**src/rtl/jpeg_line_fifo_rd_ctrl.sv**
```systemverilog
// ---------------------------------------------------------------------------
// jpeg_line_fifo_rd_ctrl
//
// Read-side sequencer for the encoder's asynchronous pixel line FIFO. It runs
// entirely in the FIFO read clock domain. After a frame-start pulse it waits
// until the FIFO holds at least one full burst, reads the burst into a
// 2-entry output buffer and streams the pixels downstream on a valid/ready
// interface tagged with start/end of line and frame markers.
//
// Ports
//   i_rd_clk               read clock (shared with the FIFO read port)
//   i_rd_rst_n             asynchronous active-low reset
//   i_frame_start          one-cycle pulse arming one frame (ignored when busy)
//   o_fifo_rd_en           FIFO read enable
//   i_fifo_rd_data         FIFO read data, valid the cycle after o_fifo_rd_en
//   i_fifo_rd_empty        FIFO empty flag
//   i_fifo_rd_water_level  FIFO read-side fill count
//   o_m_data / o_m_valid / i_m_ready   downstream pixel stream
//   o_m_sol / o_m_eol      first / last pixel of a line
//   o_m_sof / o_m_eof      first / last pixel of the frame
//   o_busy                 a frame is in progress
//   o_frame_done           one-cycle pulse after the last beat is accepted
//   o_underflow_err        sticky: a read was wanted while the FIFO was empty
// ---------------------------------------------------------------------------
module jpeg_line_fifo_rd_ctrl #(
  parameter int DATA_WIDTH = 24,
  parameter int LVL_WIDTH  = 13,
  parameter int BURST_LEN  = 8,
  parameter int H_PIXELS   = 640,
  parameter int V_LINES    = 480
) (
  input  logic                  i_rd_clk,
  input  logic                  i_rd_rst_n,
  input  logic                  i_frame_start,
  output logic                  o_fifo_rd_en,
  input  logic [DATA_WIDTH-1:0] i_fifo_rd_data,
  input  logic                  i_fifo_rd_empty,
  input  logic [LVL_WIDTH-1:0]  i_fifo_rd_water_level,
  output logic [DATA_WIDTH-1:0] o_m_data,
  output logic                  o_m_valid,
  input  logic                  i_m_ready,
  output logic                  o_m_sol,
  output logic                  o_m_eol,
  output logic                  o_m_sof,
  output logic                  o_m_eof,
  output logic                  o_busy,
  output logic                  o_frame_done,
  output logic                  o_underflow_err
);

  localparam int TOTAL = H_PIXELS * V_LINES;
  localparam int CNT_W = $clog2(TOTAL + 1);
  localparam int BC_W  = $clog2(BURST_LEN + 1);
  localparam int X_W   = $clog2(H_PIXELS + 1);
  localparam int Y_W   = $clog2(V_LINES + 1);

  localparam logic [CNT_W-1:0]     LP_TOTAL      = CNT_W'(TOTAL);
  localparam logic [BC_W-1:0]      LP_BURST_LAST = BC_W'(BURST_LEN - 1);
  localparam logic [LVL_WIDTH-1:0] LP_BURST_LVL  = LVL_WIDTH'(BURST_LEN);
  localparam logic [X_W-1:0]       LP_X_LAST     = X_W'(H_PIXELS - 1);
  localparam logic [Y_W-1:0]       LP_Y_LAST     = Y_W'(V_LINES - 1);

  typedef enum logic [1:0] {
    S_IDLE     = 2'd0,
    S_WAIT_LVL = 2'd1,
    S_BURST    = 2'd2,
    S_DRAIN    = 2'd3
  } state_t;

  state_t r_state;
  state_t w_state_next;

  logic                  r_inflight;
  logic                  r_frame_done;
  logic                  r_underflow;
  logic [BC_W-1:0]       r_burst_cnt;
  logic [CNT_W-1:0]      r_rd_cnt;
  logic [CNT_W-1:0]      w_rd_cnt_inc;

  logic [DATA_WIDTH-1:0] r_buf [0:1];
  logic                  r_wr_ptr;
  logic                  r_rd_ptr;
  logic [1:0]            r_occ;
  logic [1:0]            w_occ_next;

  logic [X_W-1:0]        r_x;
  logic [Y_W-1:0]        r_y;

  logic w_push;
  logic w_pop;
  logic w_room;
  logic w_rd_en;
  logic w_start;
  logic w_burst_start;
  logic w_done;
  logic w_valid;

  // The buffer is written by the read issued one cycle earlier.
  assign w_push  = r_inflight;
  assign w_valid = (r_occ != 2'd0);
  assign w_pop   = w_valid && i_m_ready;

  // occ + inflight - pop < 2, rearranged so nothing goes negative.
  assign w_room = ({1'b0, r_occ} + {2'b00, r_inflight}) < (3'd2 + {2'b00, w_pop});

  assign w_rd_en      = (r_state == S_BURST) && !i_fifo_rd_empty && w_room;
  assign w_occ_next   = r_occ + {1'b0, w_push} - {1'b0, w_pop};
  assign w_rd_cnt_inc = r_rd_cnt + CNT_W'(1);

  // A start pulse landing in the frame_done cycle must not re-arm.
  assign w_start = (r_state == S_IDLE) && i_frame_start && !r_frame_done;

  // -------------------------------------------------------------------------
  // Next-state logic
  // -------------------------------------------------------------------------
  always_comb begin
    w_state_next  = r_state;
    w_burst_start = 1'b0;
    w_done        = 1'b0;
    case (r_state)
      S_IDLE: begin
        if (w_start) begin
          w_state_next = S_WAIT_LVL;
        end
      end
      S_WAIT_LVL: begin
        // The level only reflects completed reads, so let the last read land.
        if (!r_inflight && (i_fifo_rd_water_level >= LP_BURST_LVL)) begin
          w_state_next  = S_BURST;
          w_burst_start = 1'b1;
        end
      end
      S_BURST: begin
        if (w_rd_en && (r_burst_cnt == LP_BURST_LAST)) begin
          w_state_next = (w_rd_cnt_inc == LP_TOTAL) ? S_DRAIN : S_WAIT_LVL;
        end
      end
      S_DRAIN: begin
        // Look ahead at the buffer count so frame_done and IDLE both appear
        // in the cycle right after the final beat is taken.
        if (!r_inflight && (w_occ_next == 2'd0)) begin
          w_state_next = S_IDLE;
          w_done       = 1'b1;
        end
      end
      default: begin
        w_state_next = S_IDLE;
      end
    endcase
  end

  // -------------------------------------------------------------------------
  // Control state and read counters
  // -------------------------------------------------------------------------
  always_ff @(posedge i_rd_clk or negedge i_rd_rst_n) begin
    if (!i_rd_rst_n) begin
      r_state      <= S_IDLE;
      r_inflight   <= 1'b0;
      r_frame_done <= 1'b0;
      r_underflow  <= 1'b0;
      r_burst_cnt  <= '0;
      r_rd_cnt     <= '0;
    end else begin
      r_state      <= w_state_next;
      r_inflight   <= w_rd_en;
      r_frame_done <= w_done;

      // Buffer had room for a read but the FIFO had nothing to give.
      if ((r_state == S_BURST) && i_fifo_rd_empty && w_room) begin
        r_underflow <= 1'b1;
      end

      if (w_start) begin
        r_rd_cnt <= '0;
      end else if (w_rd_en) begin
        r_rd_cnt <= w_rd_cnt_inc;
      end

      if (w_burst_start) begin
        r_burst_cnt <= '0;
      end else if (w_rd_en) begin
        r_burst_cnt <= r_burst_cnt + BC_W'(1);
      end
    end
  end

  // -------------------------------------------------------------------------
  // 2-entry output buffer
  // -------------------------------------------------------------------------
  always_ff @(posedge i_rd_clk or negedge i_rd_rst_n) begin
    if (!i_rd_rst_n) begin
      for (int i = 0; i < 2; i++) begin
        r_buf[i] <= '0;
      end
      r_wr_ptr <= 1'b0;
      r_rd_ptr <= 1'b0;
      r_occ    <= 2'd0;
    end else begin
      if (w_push) begin
        r_buf[r_wr_ptr] <= i_fifo_rd_data;
        r_wr_ptr        <= ~r_wr_ptr;
      end
      if (w_pop) begin
        r_rd_ptr <= ~r_rd_ptr;
      end
      r_occ <= w_occ_next;
    end
  end

  // -------------------------------------------------------------------------
  // Output position counters (advance on each accepted beat)
  // -------------------------------------------------------------------------
  always_ff @(posedge i_rd_clk or negedge i_rd_rst_n) begin
    if (!i_rd_rst_n) begin
      r_x <= '0;
      r_y <= '0;
    end else if (w_start) begin
      r_x <= '0;
      r_y <= '0;
    end else if (w_pop) begin
      if (r_x == LP_X_LAST) begin
        r_x <= '0;
        r_y <= (r_y == LP_Y_LAST) ? '0 : (r_y + Y_W'(1));
      end else begin
        r_x <= r_x + X_W'(1);
      end
    end
  end

  // -------------------------------------------------------------------------
  // Outputs
  // -------------------------------------------------------------------------
  assign o_fifo_rd_en    = w_rd_en;
  assign o_m_valid       = w_valid;
  assign o_m_data        = w_valid ? r_buf[r_rd_ptr] : '0;
  assign o_m_sol         = w_valid && (r_x == '0);
  assign o_m_eol         = w_valid && (r_x == LP_X_LAST);
  assign o_m_sof         = w_valid && (r_x == '0) && (r_y == '0);
  assign o_m_eof         = w_valid && (r_x == LP_X_LAST) && (r_y == LP_Y_LAST);
  assign o_busy          = (r_state != S_IDLE);
  assign o_frame_done    = r_frame_done;
  assign o_underflow_err = r_underflow;

endmodule

```
**config.mk**
```make
export PLATFORM = sky130hd
export DESIGN_NAME = jpeg_line_fifo_rd_ctrl
export DESIGN_NICKNAME = d
export VERILOG_FILES = /design/src/rtl/jpeg_line_fifo_rd_ctrl.sv
export SDC_FILE = /design/constraint.sdc
export NUM_CORES = 1
export LEC_CHECK = 0
export BUFFER_PORTS_ARGS = -buffer_cell sky130_fd_sc_hd__buf_2
export CAP_MARGIN = 20
export CORE_UTILIZATION = 40
export DETAILED_ROUTE_END_ITERATION = 10
export GPL_ROUTABILITY_DRIVEN = 0
export PLACE_DENSITY = 0.66
export SYNTH_ARGS = -nofsm -noshare
export SYNTH_HDL_FRONTEND = slang
export SYNTH_SLANG_ARGS = --single-unit
export TNS_END_PERCENT = 100
```
**constraint.sdc**
```tcl
create_clock -name i_rd_clk -period 2.8 [get_ports i_rd_clk]
set_input_delay 0.14 -clock i_rd_clk [delete_from_list [all_inputs] [get_ports i_rd_clk]]
set_output_delay 0.14 -clock i_rd_clk [all_outputs]
set_load 0.02 [all_outputs]
```
==> impl_results.md <==
* Root Buffer: clkbuf_16
* H-tree level count at 3
* Final hold violations at 0
* Die Wd at 115 um
* Critical Path Start Type: flop
* Crit share post-route at 92.5%
* Worst hold stages at 2
* Hold WC Path Type: primary input to flop
* Max frequency at 0.386 GHz
* PwrDens at 1070 mW/mm2
* Worst path required time at 2660 ps
* Critical path launch point: r_inflight
* CP top delay family: buffers and inverters
* Synth-to-Final Area Change at 18.0%
* Row count at slightly above 40
* Outcome: finished, violations left
* Worst EP arrival at 2450 ps
* FFs w/ async S/R, synth at 100%
* Number of flops mapped to enable cells by yosys at 0
* Clock Skews at 11.4 ps
* Placed instance area at 0.00572 mm2
* CP Max Fanout at 24
* Reg2reg start: r_occ[0]
* Mean routed wirelength per cell at 14.8 um
* Vias per cell at 5.28
* Cell count after synthesis at 494
* GRT overflow at 0
* Initial antenna violation count at 0
* Global-route wire length before repair at 18500 um
* WS Path Type: flop to primary output
* Drt first-iter violations at 169
* Peak VDD IR at 0.708 mV
* Vias in the first global route at 3943
* Die area at ~0.013 mm2
* Antenna Nets Post-Route at 0
* Slew HR at 52.0%
* Most numerous cell on the critical path: ha_1
* Final Cell Area at 0.00608 mm2
* Fill cells at 1167
* Worst setup EP type: primary output
* DRT Pass-1 Iters at 7
* CP Buf/Inv Count at 2
* Share of cells above drive strength 1 at 28.4%
* Max Cap Violations at 0
* Core area at between 0.01 and 0.015 mm2
* HPWL after DPL at 7750 um
* All-layer global routing usage at 17.7%
* Crit-path cells: ha_1 > ha_1 > o21ai_1 > nand3_1 > inv_2 > buf_2
* Ant diodes at 0
* Synth Register Bits at 99
* Num CTS Buffers at 9
* Leakage dissipation at about 2.8 nW
* IO Count at between 70 and 80
* Synth warn at 0
* Mean Syn Cell Area at ~10 um2
* Worst path depth at 6
* Synth unique cells at 58
* Clk slew on worst S/H paths at 70 ps
* Reg2Reg Setup Slack at between 500 and 600 ps
* CTS tree: built
* CP peak stage delay at 450 ps
* Largest net degree at the start of global routing at 58
* Final WL at 11000 um
* Die Y at 115 um
* Post-synthesis sequential area ratio at 48.1%
* PortBufs at 71
* Mapped cell area at between 0.005 and 0.006 mm2
* Post-cts resize count at 0
* Minimum clock period at about 2600 ps
* Syn_nets at 546
* Worst R2R Path Depth at 10
* RSZ-0062 raised after global routing: false
* Worst-margin pin slew at 718 ps
* CTS Hold Buffers Added at 1
* Initial Utilization at 41.0%
* Fin nets at 617
* Sink Count at 99
* Main synth FF type: dfrtp_1
* Critical-path top delay cell: dfrtp_1
* Final max-slew violation count at 0
* Setup repair bufs after CTS at 0
* Hold_sp: i_fifo_rd_data[12]
* Failing checks: DRC
* # setup viols final at 0
* Vias at 3918
* Worst-Skew Late Latency at ~340 ps
* Max clock buf depth at 2
* Setup TNS at 0 ps
* Remaining design rule violation count at 2
-- metrics by stage --
step / utilization, % / setup WS, ps / hold slack (ps) / cells / total power, mW
3_5_place_dp: 45.5 / 518 / 171 / 725 / 5.13
6_report: 48.3 / 209 / 39.6 / 742 / 6.51
2_1_floorplan: - / 360 / -156 / 494 / 4.29
4_1_cts: 48.3 / 199 / 26.0 / 742 / 6.59
3_3_place_gp: 45.5 / 567 / 165 / 725 / 5.02
5_1_grt: 48.3 / 57.3 / 33.6 / 742 / 6.97
-- cells in the mapped netlist, types with 5 or more instances --
cell | n | share of area, %
inv_1 | 21 | 1.5
dfrtp_1 | 99 | 48
and3_1 | 8 | 0.97
xor2_1 | 10 | 1.7
mux2_2 | 48 | 10
or3_1 | 10 | 1.2
clkbuf_1 | 16 | 1.2
ha_1 | 10 | 2.4
a21oi_1 | 23 | 2.2
nor2_1 | 53 | 3.9
nand3_1 | 24 | 2.3
nor3_1 | 8 | 0.78
o21ai_0 | 18 | 1.7
mux2i_1 | 32 | 6.2
nor4_1 | 5 | 0.61
nand4_1 | 10 | 1.2
a31oi_1 | 6 | 0.73
nand2_1 | 29 | 2.1
xnor2_1 | 8 | 1.4
-- report_power, final --
part | internal [mW] | switching [mW] | total, mW
clock | 0.880 | 0.546 | 1.43
sequential | 1.96 | 0.385 | 2.34
combinational | 1.17 | 1.58 | 2.74
total | 4.01 | 2.51 | 6.51
-- routing by layer --
| metal | track usage, % | wire length, um |
|---|---|---|
| met5 | 0 | 0 |
| met2 | 30.6 | 5410 |
| met3 | 4.81 | 546 |
| met4 | 5.71 | 141 |
| met1 | 21.5 | 4870 |
-- final timing paths --
path / to
worst min-delay path: r_buf[12]
max in group asynchronous: r_buf[38]
worst min register to register: o_underflow_err
worst max-delay path: o_fifo_rd_en
worst max register to register: r_state[1]
min in group asynchronous: r_rd_cnt[16]
-- state kept, by name (all words and copies together) (netlist names), 2 cells and up --
| signal | count |
|---|---|
| r_burst_cnt | 4 |
| r_state | 2 |
| r_buf | 48 |
| r_x | 10 |
| r_y | 9 |
| r_rd_cnt | 19 |
| r_occ | 2 |
-- area by class of cell --
type,count,area (um2),area share (%)
Clock inverter,7,121,2.00
Sequential cell,99,2480,40.8
Timing Repair Buffer,82,455,7.50
Multi-Input combinational cell,351,2500,41.1
Inverter,22,82.6,1.36
Clock buffer,9,225,3.71
Tap cell,172,215,3.54
-- logic make-up after synthesis --
logic type | count (synthesis) | share of synthesized area [%]
XOR/XNOR | 18 | 3.06
flip-flops | 99 | 48.1
adder cells (fa/ha/maj) | 10 | 2.43
AO/OA/AOI/OAI | 71 | 8.67
AND/OR/NAND/NOR | 172 | 17.5
multiplexers | 80 | 16.7
buffers and inverters | 44 | 3.50
-- layout by cell type (no fill, tap or decap), types with 18 or more instances in the layout --
cell type  count
a21oi_1       23
buf_2         70
dfrtp_1       99
inv_1         21
mux2_2        48
mux2i_1       32
nand2_1       29
nand3_1       24
nor2_1        52
o21ai_0       18
(Power assumes the default switching activity.)
